### src/rtl/phy_behav_multi.sv
// Behavioural multi-PHY management model: NUM_PHYS 32x16 register files behind a
// ready/valid command port with fixed busy latency. Optional PHY_BEHAV_LINK_EN adds link_up.
module phy_behav_multi #(
  parameter int NUM_PHYS = 4,
  parameter int PHY_BASE = 0,
  parameter int LATENCY  = 4
) (
  input  logic                clk,
  input  logic                rst_n,
  input  logic                cmd_valid,
  output logic                cmd_ready,
  input  logic                cmd_read,
  input  logic [4:0]          cmd_phy,
  input  logic [4:0]          cmd_reg,
  input  logic [15:0]         cmd_wdata,
  output logic                busy,
  output logic                ack,
  output logic                err,
  output logic [15:0]         rdata
`ifdef PHY_BEHAV_LINK_EN
  ,
  input  logic [NUM_PHYS-1:0] link_up
`endif
);

  localparam int          IDX_W = (NUM_PHYS > 1) ? $clog2(NUM_PHYS) : 1;
  localparam int          CNT_W = (LATENCY > 1) ? $clog2(LATENCY) : 1;
  localparam logic [5:0]  BASE6 = 6'(PHY_BASE);
  localparam logic [5:0]  LIM6  = 6'(PHY_BASE + NUM_PHYS);
  localparam logic [4:0]  BASE5 = 5'(PHY_BASE);

  typedef enum logic [1:0] {S_IDLE, S_BUSY, S_ACK} state_t;

  function automatic logic [15:0] reg_default(input logic [4:0] a);
    case (a)
      5'd0:    return 16'h1140;
      5'd1:    return 16'h796D;
      5'd2:    return 16'h2215;
      5'd3:    return 16'h1430;
      default: return 16'h0000;
    endcase
  endfunction

  state_t             state, state_d;
  logic [CNT_W-1:0]   cnt;
  logic [15:0]        regs [NUM_PHYS][32];
  logic               accept, hit, last_busy;
  logic [IDX_W-1:0]   idx, idx_q;
  logic [15:0]        rd_now, rd_q;
  logic               read_q, hit_q, soft_q;

  assign accept    = cmd_valid && (state == S_IDLE);
  assign hit       = ({1'b0, cmd_phy} >= BASE6) && ({1'b0, cmd_phy} < LIM6);
  assign idx       = IDX_W'(cmd_phy - BASE5);
  assign last_busy = (state == S_BUSY) && (cnt == '0);

  assign cmd_ready = (state == S_IDLE);
  assign busy      = (state == S_BUSY);
  assign ack       = (state == S_ACK);
  assign err       = (state == S_ACK) && !hit_q;

`ifdef PHY_BEHAV_LINK_EN
  logic [NUM_PHYS-1:0] link_latch;
  logic                reload_q;

  // Latched-low link status; a read of r1 re-arms the latch on the following cycle.
  always_ff @(posedge clk) begin
    if (!rst_n) begin
      link_latch <= link_up;
      reload_q   <= 1'b0;
    end else begin
      reload_q <= accept && hit && cmd_read && (cmd_reg == 5'd1);
      for (int i = 0; i < NUM_PHYS; i++) begin
        if (reload_q && (idx_q == IDX_W'(i))) link_latch[i] <= link_up[i];
        else                                   link_latch[i] <= link_latch[i] & link_up[i];
      end
    end
  end
`endif

  // NOTE: every variable assigned in always_comb gets a default first, so no latch is inferred.
  always_comb begin
    rd_now = regs[idx][cmd_reg];
`ifdef PHY_BEHAV_LINK_EN
    if (cmd_reg == 5'd1) rd_now[2] = link_latch[idx];
`endif
  end

  always_comb begin
    state_d = state;
    case (state)
      S_IDLE:  if (cmd_valid) state_d = S_BUSY;
      S_BUSY:  if (cnt == '0) state_d = S_ACK;
      S_ACK:   state_d = S_IDLE;
      default: state_d = S_IDLE;
    endcase
  end

  // NOTE: sequential state uses non-blocking assignments so every flop samples pre-edge values.
  always_ff @(posedge clk) begin
    if (!rst_n) state <= S_IDLE;
    else        state <= state_d;
  end

  always_ff @(posedge clk) begin
    if (!rst_n) begin
      cnt    <= '0;
      read_q <= 1'b0;
      hit_q  <= 1'b0;
      idx_q  <= '0;
      soft_q <= 1'b0;
      rd_q   <= '0;
      rdata  <= '0;
    end else begin
      if (accept) begin
        cnt    <= CNT_W'(LATENCY - 1);
        read_q <= cmd_read;
        hit_q  <= hit;
        idx_q  <= idx;
        soft_q <= hit && !cmd_read && (cmd_reg == 5'd0) && cmd_wdata[15];
        rd_q   <= rd_now;
      end else if ((state == S_BUSY) && (cnt != '0)) begin
        cnt <= cnt - 1'b1;
      end
      // Read data is published together with ack; writes never disturb it.
      if (last_busy && read_q) rdata <= hit_q ? rd_q : 16'hFFFF;
    end
  end

  // NOTE: the register files are reset explicitly because PHY defaults are architectural state.
  always_ff @(posedge clk) begin
    if (!rst_n) begin
      for (int p = 0; p < NUM_PHYS; p++)
        for (int r = 0; r < 32; r++)
          regs[IDX_W'(p)][5'(r)] <= reg_default(5'(r));
    end else begin
      if (accept && hit && !cmd_read && ((cmd_reg == 5'd0) || (cmd_reg > 5'd3)))
        regs[idx][cmd_reg] <= (cmd_reg == 5'd0) ? (cmd_wdata & 16'h7FFF) : cmd_wdata;
      if ((state == S_ACK) && soft_q)
        for (int r = 0; r < 32; r++)
          regs[idx_q][5'(r)] <= reg_default(5'(r));
    end
  end

endmodule
### config.mk
export PLATFORM = sky130hd
export DESIGN_NAME = phy_behav_multi
export DESIGN_NICKNAME = d
export VERILOG_FILES = /design/src/rtl/phy_behav_multi.sv
export SDC_FILE = /design/constraint.sdc
export NUM_CORES = 2
export LEC_CHECK = 0
export CAP_MARGIN = 20
export CORE_MARGIN = 4
export CORE_UTILIZATION = 29
export DETAILED_ROUTE_END_ITERATION = 12
export PLACE_DENSITY_LB_ADDON = 0.12
export SYNTH_ARGS = -nofsm -noshare
export SYNTH_HDL_FRONTEND = slang
export SYNTH_SLANG_ARGS = --single-unit
### constraint.sdc
create_clock -name clk -period 7.6 [get_ports clk]
set_input_delay 1.52 -clock clk [delete_from_list [all_inputs] [get_ports clk]]
set_output_delay 1.52 -clock clk [all_outputs]
set_load 0.02 [all_outputs]
==> key figures <==
Worst setup path
  – Peak fanout along the critical path: 19
  – Arrival time worst endpoint: 5.47 ns
  – Crit start category: primary input
  – CP required: 8.10 ns
  – Setup Crit Path Kind: in2reg
  – CP endpoint kind: flop

Finish
  – Most frequent cells in the layout: edfxtp_1 (2048), nor2_1 (853), mux4_2 (420)
  – Commonest non-fill, non-tap cell in the layout: edfxtp_1
  – Area growth syn-to-layout: 16.5%
  – Fillcell total: 27700
  – Layout cells sized above 1: 21.1%
  – Nets: 5187

Global route
  – Global-route wire length before repair: 404 mm
  – GRT Total Usage: 19.4%
  – Pin count of the biggest net entering global routing: 91
  – Met1 GRT Util: 27.7%
  – GR Util met3: 4.05%
  – Total gr overflow: 0
  – GRT busiest layer: met2
  – Initial antenna violation count: 20
  – Number of global-route vias before repair: 46100
  – Met2 Usage GRT: 29.3%

Yosys
  – Mux share of post-synthesis cell area: 14.6%
  – Library cells used by synthesis: 58
  – Post-Synthesis Cells: 4830
  – Syn avg cell area: 17.5 um2
  – Post-Syn Area: 84400 um2
  – Post-synth top flop: edfxtp_1
  – EDFF count, synth: 2048
  – Synth Area in Simple Gates: 6.61%
  – Yosys warnings: 0
  – Register area share after synthesis: 73.9%
  – Flops & latches, synth: 2089
  – Asr flop ratio synth: 0%
  – Compound-Gate Fraction of Synth Area: 2.91%
  – Synth Area in XOR/XNOR: 0.0104%
  – Largest family of logic cells by synthesized area: multiplexers
  – Post-Synth Adder-Cell Area: 0.0148%

Clocking
  – H-tree Lvls: 4
  – CTS tree: built
  – Resized Gates After CTS: 0
  – Clock transition at path regs: 0.06 ns
  – CTS root buffer: clkbuf_16
  – CTS Buffer Depth: 4
  – Worst skew pair latency: 0.90 ns
  – TritonCTS Sinks: 2089
  – Post-CTS Setup Bufs: 0
  – Cts bufs inserted: 234
  – Hold buffers post-CTS: 0

Timing
  – Worst-margin pin slew: 1.17 ns
  – Fin. max-slew vios: 0
  – Hold_ws: 0.474 ns
  – TNS Setup: 0 ns
  – Slew margin rel.: 21.4%
  – Fmax: 201 MHz
  – Tmin final: 4.97 ns
  – Hold Fails Final Rpt: 0
  – Final worst-path cycle share: 65.4%
  – Max Clock Skew: 0.0632 ns
  – RSZ-0062 raised after global routing: no
  – Final setup violating endpoints: 0

Floorplan
  – Die width: 547 um
  – Die height: 547 um
  – Core Box Area: 289000 um2
  – Initial Util: 29.2%
  – Die area: 300000 um2
  – Std-Cell Rows: 197
  – Num ports: 50

Detailed routing
  – Vias: 46400
  – Drc violations: 0
  – Drt pass-1 iters: 8
  – Routed wire per std cell: 32.2 um
  – Drt total wl: 297 mm
  – Antenna Nets Post-Route: 0
  – Drt first-iter violations: 5155
  – Vias per Instance: 5.02

Worst hold path
  – Min-Delay Path Class: reg2reg

Pwr
  – Max VDD drop: 0.190 mV
  – Static Leak: 33.3 nW
  – Cell Pwr Density: 260 nW/um2

Place
  – DP HPWL: 196 mm
  – GPL Wtd Cong: 0.923
  – Port-buffer cells: 49

Run
  – Max Cap Viol: 0

Outcome
  – Status: complete, no violations
report_power, final:
group	internal, mW	switching, mW
Clock	6.18	4.70
Sequential	12.9	0.112
Combinational	0.468	1.18
worst max-delay path, cell delays in order:
cell and delay [ns]:
clkdlybuf4s50_1 0.88, nor3_1 0.15, buf_4 0.21, nor4_4 0.38, nand2_2 0.56, o21ai_1 0.57
nand2_1 0.44, nand2_1 0.73
state kept, by name (all words and copies together) (netlist names):
| register | flops |
|---|---|
| regs | 2048 |
| rd_q | 16 |
| rdata | 16 |
| cnt | 2 |
| idx_q | 2 |
| state | 2 |
| hit_q | 1 |
| read_q | 1 |
| soft_q | 1 |
worst paths after layout:
check	start	end	slack, ns	cells past startpoint
worst min register to register	read_q	read_q	0.47	2
worst max register to register	state[1]	regs[1][353]	3.50	7
worst max-delay path	cmd_reg[3]	regs[1][353]	2.63	8
worst min-delay path	read_q	read_q	0.47	2
per-stage QoR:
stage	setup slack, ns	std cells	area (um2)	util [%]	power, mW
3_5_place_dp	1.80	8797	91000	31.5	14.9
2_1_floorplan	2.92	5024	85100	-	14.0
4_1_cts	2.74	9216	98200	34.0	25.8
5_1_grt	2.45	9222	98200	34.0	26.3
3_3_place_gp	1.91	8794	91000	31.5	14.9
6_report	2.63	9228	98300	34.0	25.5
synthesized netlist by cell type (11+ instances only):
library cell | number | share of area, %
dfxtp_1 | 41 | 0.97
edfxtp_1 | 2048 | 73
o211a_1 | 16 | 0.19
o21ai_0 | 26 | 0.15
clkbuf_1 | 196 | 0.87
nor2_1 | 862 | 3.8
a31oi_1 | 12 | 0.089
mux2i_1 | 278 | 3.3
nand2b_1 | 11 | 0.082
inv_1 | 18 | 0.080
buf_2 | 111 | 0.66
nand2_1 | 160 | 0.71
a21oi_1 | 29 | 0.17
buf_1 | 22 | 0.098
a22oi_1 | 167 | 1.5
nand4_1 | 36 | 0.27
nand3_1 | 70 | 0.42
buf_4 | 30 | 0.27
nor2b_1 | 15 | 0.11
mux4_2 | 420 | 11
nand3b_1 | 19 | 0.17
nand2_2 | 37 | 0.27
o22ai_1 | 15 | 0.11
a32oi_1 | 14 | 0.15
nor3_1 | 74 | 0.44
per-layer routing:
layer | vias up | wire, um
li1 | 19400 | -
met3 | 446 | 21000
met5 | - | 13
met1 | 24800 | 132000
met2 | 1640 | 132000
met4 | 2 | 12200
cell type report:
type | count | area [um2] | share of cell area (%)
clock inverter | 142 | 1150 | 1.17
timing repair buffer | 256 | 2250 | 2.29
inverter | 18 | 72.6 | 0.0739
clock buffer | 277 | 6040 | 6.15
sequential | 2089 | 62300 | 63.4
multi-input combinational | 2557 | 21600 | 21.9
tap | 3880 | 4850 | 4.94
antenna | 9 | 22.5 | 0.0229
logic make-up after synthesis:
| group | Yosys count |
|---|---|
| other cells | 2 |
| mux | 704 |
| simple gates | 1318 |
| xor+xnor | 1 |
| buf+inv | 378 |
| flops | 2089 |
| fa+ha+maj | 1 |
| compound gates | 337 |
Power figures use the tool's default switching activity.
